[config.mk]
export PLATFORM = sky130hd
export DESIGN_NAME = param_reservation_queue
export DESIGN_NICKNAME = d
export VERILOG_FILES = /design/src/rtl/param_reservation_queue.sv
export SDC_FILE = /design/constraint.sdc
export NUM_CORES = 2
export LEC_CHECK = 0
export BUFFER_PORTS_ARGS = -buffer_cell sky130_fd_sc_hd__buf_4
export CORE_MARGIN = 2
export CORE_UTILIZATION = 45
export DETAILED_ROUTE_END_ITERATION = 8
export GPL_ROUTABILITY_DRIVEN = 0
export PLACE_DENSITY = 0.63
export SETUP_SLACK_MARGIN = 0.15
export SYNTH_ARGS = -nofsm -noshare
export SYNTH_HDL_FRONTEND = slang
export SYNTH_SLANG_ARGS = --single-unit
[constraint.sdc]
create_clock -name clk -period 6.1 [get_ports clk]
set_clock_uncertainty 0.2 [all_clocks]
set_input_delay 0.61 -clock clk [delete_from_list [all_inputs] [get_ports clk]]
set_output_delay 0.61 -clock clk [all_outputs]
set_load 0.05 [all_outputs]
[src/rtl/param_reservation_queue.sv]
// param_reservation_queue: age-ordered collapsing reservation station with CDB wakeup and in-order-preferring issue.
// Optional feature macro RSQ_DISPATCH_CDB_BYPASS_EN: a dispatching operand may capture the same-cycle CDB broadcast.
module param_reservation_queue #(
  parameter int DEPTH  = 8,
  parameter int DATA_W = 32,
  parameter int TAG_W  = 6,
  parameter int OPC_W  = 6
) (
  input  logic                   clk,
  input  logic                   rst,
  input  logic                   flush,
  input  logic                   disp_valid,
  output logic                   disp_ready,
  input  logic [DATA_W-1:0]      disp_op1_data,
  input  logic [DATA_W-1:0]      disp_op2_data,
  input  logic [TAG_W-1:0]       disp_op1_tag,
  input  logic [TAG_W-1:0]       disp_op2_tag,
  input  logic                   disp_op1_rdy,
  input  logic                   disp_op2_rdy,
  input  logic [TAG_W-1:0]       disp_rd_tag,
  input  logic [OPC_W-1:0]       disp_opc,
  input  logic                   cdb_valid,
  input  logic [TAG_W-1:0]       cdb_tag,
  input  logic [DATA_W-1:0]      cdb_data,
  output logic                   issue_valid,
  input  logic                   issue_ready,
  output logic [DATA_W-1:0]      issue_op1,
  output logic [DATA_W-1:0]      issue_op2,
  output logic [TAG_W-1:0]       issue_rd_tag,
  output logic [OPC_W-1:0]       issue_opc,
  output logic [$clog2(DEPTH):0] occupancy
);

  localparam int IDX_W = $clog2(DEPTH);
  localparam int CNT_W = IDX_W + 1;
  localparam logic [CNT_W-1:0] ONE_C  = {{IDX_W{1'b0}}, 1'b1};
  localparam logic [CNT_W-1:0] FULL_C = CNT_W'(DEPTH);

  typedef struct packed {
    logic              valid;
    logic              op1_rdy;
    logic              op2_rdy;
    logic [DATA_W-1:0] op1_data;
    logic [DATA_W-1:0] op2_data;
    logic [TAG_W-1:0]  op1_tag;
    logic [TAG_W-1:0]  op2_tag;
    logic [TAG_W-1:0]  rd_tag;
    logic [OPC_W-1:0]  opc;
  } entry_t;

  entry_t            slot_r     [DEPTH];
  entry_t            slot_ext_s [DEPTH+1];
  entry_t            slot_nxt_s [DEPTH];
  entry_t            disp_entry_s;
  logic [CNT_W-1:0]  occ_r;
  logic [CNT_W-1:0]  occ_nxt_s;
  logic [CNT_W-1:0]  wr_idx_s;
  logic              disp_ready_r;
  logic              sel_found_s;
  logic [IDX_W-1:0]  sel_idx_s;
  logic              issue_fire_s;
  logic              disp_fire_s;

  function automatic entry_t cdb_capture(input entry_t e, input logic v,
                                         input logic [TAG_W-1:0] t, input logic [DATA_W-1:0] d);
    entry_t r;
    r = e;
    if (e.valid && v && !e.op1_rdy && (e.op1_tag == t)) begin
      r.op1_rdy  = 1'b1;
      r.op1_data = d;
    end else begin
      r.op1_rdy  = e.op1_rdy;
    end
    if (e.valid && v && !e.op2_rdy && (e.op2_tag == t)) begin
      r.op2_rdy  = 1'b1;
      r.op2_data = d;
    end else begin
      r.op2_rdy  = e.op2_rdy;
    end
    return r;
  endfunction

  assign disp_ready = disp_ready_r;
  assign occupancy  = occ_r;

  // Oldest eligible entry; registered ready bits keep CDB wakeup from issuing in the capture cycle
  always_comb begin
    sel_found_s = 1'b0;
    sel_idx_s   = '0;
    for (int i = 0; i < DEPTH; i++) begin
      if (!sel_found_s && slot_r[i].valid && slot_r[i].op1_rdy && slot_r[i].op2_rdy) begin
        sel_found_s = 1'b1;
        sel_idx_s   = IDX_W'(i);
      end else begin
        sel_found_s = sel_found_s;
      end
    end
  end

  // Issue port: selected entry, zeroed when nothing is eligible
  always_comb begin
    issue_valid = sel_found_s;
    if (sel_found_s) begin
      issue_op1    = slot_r[sel_idx_s].op1_data;
      issue_op2    = slot_r[sel_idx_s].op2_data;
      issue_rd_tag = slot_r[sel_idx_s].rd_tag;
      issue_opc    = slot_r[sel_idx_s].opc;
    end else begin
      issue_op1    = '0;
      issue_op2    = '0;
      issue_rd_tag = '0;
      issue_opc    = '0;
    end
  end

  // Slot view padded with an empty entry above the top so the collapse shift has a source
  always_comb begin
    for (int i = 0; i < DEPTH; i++) begin
      slot_ext_s[i] = slot_r[i];
    end
    slot_ext_s[DEPTH] = '0;
  end

  // Entry built from the dispatch port
  always_comb begin
    disp_entry_s          = '0;
    disp_entry_s.valid    = 1'b1;
    disp_entry_s.op1_rdy  = disp_op1_rdy;
    disp_entry_s.op2_rdy  = disp_op2_rdy;
    disp_entry_s.op1_data = disp_op1_data;
    disp_entry_s.op2_data = disp_op2_data;
    disp_entry_s.op1_tag  = disp_op1_tag;
    disp_entry_s.op2_tag  = disp_op2_tag;
    disp_entry_s.rd_tag   = disp_rd_tag;
    disp_entry_s.opc      = disp_opc;
`ifdef RSQ_DISPATCH_CDB_BYPASS_EN
    disp_entry_s = cdb_capture(disp_entry_s, cdb_valid, cdb_tag, cdb_data);
`else
    disp_entry_s.valid = 1'b1;
`endif
  end

  // Next state: flush, then dispatch write, then collapse shift plus CDB capture
  always_comb begin
    issue_fire_s = sel_found_s && issue_ready;
    disp_fire_s  = disp_valid && disp_ready_r;
    if (issue_fire_s) begin
      wr_idx_s = occ_r - ONE_C;
    end else begin
      wr_idx_s = occ_r;
    end
    for (int i = 0; i < DEPTH; i++) begin
      if (flush) begin
        slot_nxt_s[i] = '0;
      end else if (disp_fire_s && (wr_idx_s == CNT_W'(i))) begin
        slot_nxt_s[i] = disp_entry_s;
      end else if (issue_fire_s && (IDX_W'(i) >= sel_idx_s)) begin
        slot_nxt_s[i] = cdb_capture(slot_ext_s[i+1], cdb_valid, cdb_tag, cdb_data);
      end else begin
        slot_nxt_s[i] = cdb_capture(slot_r[i], cdb_valid, cdb_tag, cdb_data);
      end
    end
    if (flush) begin
      occ_nxt_s = '0;
    end else if (disp_fire_s && !issue_fire_s) begin
      occ_nxt_s = occ_r + ONE_C;
    end else if (issue_fire_s && !disp_fire_s) begin
      occ_nxt_s = occ_r - ONE_C;
    end else begin
      occ_nxt_s = occ_r;
    end
  end

  // State registers; disp_ready is registered from the next occupancy
  always_ff @(posedge clk or negedge rst) begin
    if (!rst) begin
      for (int i = 0; i < DEPTH; i++) begin
        slot_r[i] <= '0;
      end
      occ_r        <= '0;
      disp_ready_r <= 1'b1;
    end else begin
      for (int i = 0; i < DEPTH; i++) begin
        slot_r[i] <= slot_nxt_s[i];
      end
      occ_r        <= occ_nxt_s;
      disp_ready_r <= (occ_nxt_s < FULL_C);
    end
  end

endmodule
==> impl_metrics.yaml <==
power:
  power_density_nw_per_um2: 281.3
  p_comb_share_pct: 19.5
  leakage_nw: 20.67
  vdd_drop_max_mv: 0.2026
  intPower_mw: 9.584
  p_switching_mw: 4.254
  clock_power_share_pct: 39.5
  p_sw_share_pct: 30.74
  seqPwrFrac_pct: 41.1
die:
  die_h_microns: 317.4
  ios: 216
  fp.dieW_microns: 317.4
  start_util_pct: 45.56
  rows: 114
  dieArea_sq_um: 100700
  core_area_sq_um: 96990
worst_setup_path:
  crit_fanout: 32
  critPathSlowestCell: "a32o_4"
  cpPeakStageDelay_ns: 0.93
  cp_common_cell: "buf_4"
  worst-r2r-setup-slack_ns: 1.32
  crit_arrival_ns: 4.38
  start_kind: "register"
  crit_path_cell_trace: "and3_1, o21ai_0, a32o_4, buf_4, mux4_2, a22o_1, buf_4"
  end_kind: "primary output"
  crit_type: "reg -> out"
  cp.required_ns: 5.29
synthesis:
  syn_inst: 4580
  yosysMostFrequentCell: "dfrtp_1"
  yosysWarnings: 0
  synth.top_cells.by_area: "dfrtp_1 41%, mux4_2 7.7%, nand2_1 4.6%"
  synth_top_area_share_pct: 41.45
  syn_area_sq_um: 44190
  synth.top_cells.by_count: "732 x dfrtp_1, 540 x nand2_1, 494 x nor2_1"
  yosysSeqAreaShare_pct: 41.51
  synthFlopType: "dfrtp_1"
  yosysUniqueCellTypes: 66
  synth_edf_count: 0
  syn_nets: 4716
  ys_seq_elements: 733
  syn_area_per_cell_sq_um: 9.648
  yosys.area.top_type: "dfrtp_1"
  synthArstFlopShare_pct: 100.0
clocking:
  cts_tree: "built"
  clk_pin_slew_worst_paths_ns: 0.06
  clockRootBuffer: "clkbuf_16"
  cts_buffers: 87
  cts.sinks: 733
  clkLatencyLatePin_ns: 0.68
  htreeDepth: 3
  cts_resized: 0
  clockBufferDepth: 3
sta:
  finalHoldViolCount: 0
  finalCritPeriodShare_pct: 85.11
  finalSetupViolCount: 0
  slew_violations: 0
  rsz0062_at_grt: "false"
  max_freq_mhz: 192.6
  slew_headroom_pct: 13.22
  tightest_slew_ns: 1.302
  fin_crit_ns: 5.192
  tns_ns: 0
global_route:
  grt_max_degree: 183
  grt_use_total_pct: 34.21
  grt_pass1_vias: 38970
  grt.overflow.total: 0
  grt_pass1_wl_mm: 260.4
  antenna_found_initial: 9
drt:
  route.detailed.drc: 0
  avgViaCountPerCell: 7.014
  drt_iter0_drc: 5509
  first_pass_iters: 9
  postRouteAntennaNets: 0
  routed_wl_mm: 174.4
  post_drt_wl_per_cell_microns: 30.38
  num_vias: 40270
finish:
  fin_nets: 4530
  area_delta_synth_final_pct: 11.31
  fin_cells: 5741
  final_layout_size_suffix_gt1_share_pct: 15.63
placement:
  portBuffers: 215
  dp_hpwl_mm: 98.03
  dpl.cell_count: 5577
run_status:
  outcome: "completed"
job:
  maxCapViolCount: 0
hold_path:
  hp-class: "in -> reg"
-- path summary, 6_finish.rpt --
check / start / endpoint / depth (start not counted)
max reg2reg: slot_ext_s[817] / slot_ext_s[634] / 9
max in group asynchronous: rst / slot_ext_s[154] / 3
min reg2reg: slot_ext_s[764] / slot_ext_s[764] / 1
max: slot_ext_s[270] / issue_op2[29] / 7
min: disp_op2_data[15] / slot_ext_s[130] / 3
min in group asynchronous: rst / slot_ext_s[173] / 2
-- critical path, delay by kind of cell (launching register included) --
family,cells,cell delay (ns)
AOI/OAI and AO/OA,3,1.84
buffers and inverters,2,0.63
DFF,1,0.40
muxes,1,0.53
and+or+nand+nor,1,0.27
-- through the flow --
step | area (sq um) | hold WS (ns) | power, mW | worst slack, ns | util (%)
floorplan | 44190 | 0.1144 | 7.491 | 2.655 | -
global placement | 46230 | 0.2661 | 8.326 | 1.617 | 47.66
detailed placement | 46230 | 0.2695 | 8.371 | 1.539 | 47.66
CTS | 49170 | 0.001302 | 13.78 | 0.8980 | 50.70
global route | 49180 | 0.03139 | 14.28 | 0.7571 | 50.71
finish | 49190 | 0.02198 | 13.84 | 0.9080 | 50.71
-- cell usage in the layout, fill, tap and decap left out, types with 37 or more instances in the layout --
cell       netlist  layout
nand2b_1        72      66
o22ai_1         97      97
o211ai_1        98      98
mux4_2         152     152
o32a_1          64      64
xor2_1          38      38
nor2_1         494     487
a311oi_1       144     144
a21oi_1        108     102
xnor2_1         63      63
mux2i_1        172     169
dfrtp_1        732     732
a22o_1         100     100
buf_4           12     282
clkbuf_16        0      88
o21ai_0        339     338
o211a_1         96      96
mux2_2          37      37
a211oi_1       219     217
nand2_1        540     528
o22a_1         192     192
-- cells by family after synthesis --
family,synth area share [%]
compound gates,26.85
simple gates,11.09
flops,41.51
buf+inv,5.765
mux,12.72
xor+xnor,2.002
fa+ha+maj,0.05662
-- power groups by stage --
stage               logic [mW]  clock network, mW  registers (mW)
floorplan                 1.86                  0            5.63
global placement          2.59                  0            5.74
detailed placement        2.63                  0            5.74
CTS                       2.65               5.47            5.66
global route              2.88               5.67            5.73
finish                    2.69               5.46            5.69
-- routing by layer --
metal  GRT usage, %  share of wire [%]
met5         0.1894              0.024
met3          8.758                 11
met2          51.09                 44
met1          47.19                 40
met4          14.58                4.2
-- registers in the layout (all words and copies together), names as in the netlist --
| name | flops |
|---|---|
| disp_ready | 1 |
| occupancy | 4 |
| slot_ext_s | 728 |
-- layout make-up --
cell class,count,area (sq um)
antenna,6,15.01
clock buffer,129,2546
clock inverter,25,356.6
fill,8766,47810
inverter,3,13.76
multi-input combinational,3260,23710
sequential,733,18340
tap,1276,1597
timing repair buffer,309,2608
-- what timing repair did --
action,in CTS,in global routing
hold buffers,4,0
endpoints found under the hold margin,90,0
setup buffers,0,0
Note: power is estimated with default switching activity, not from simulation.
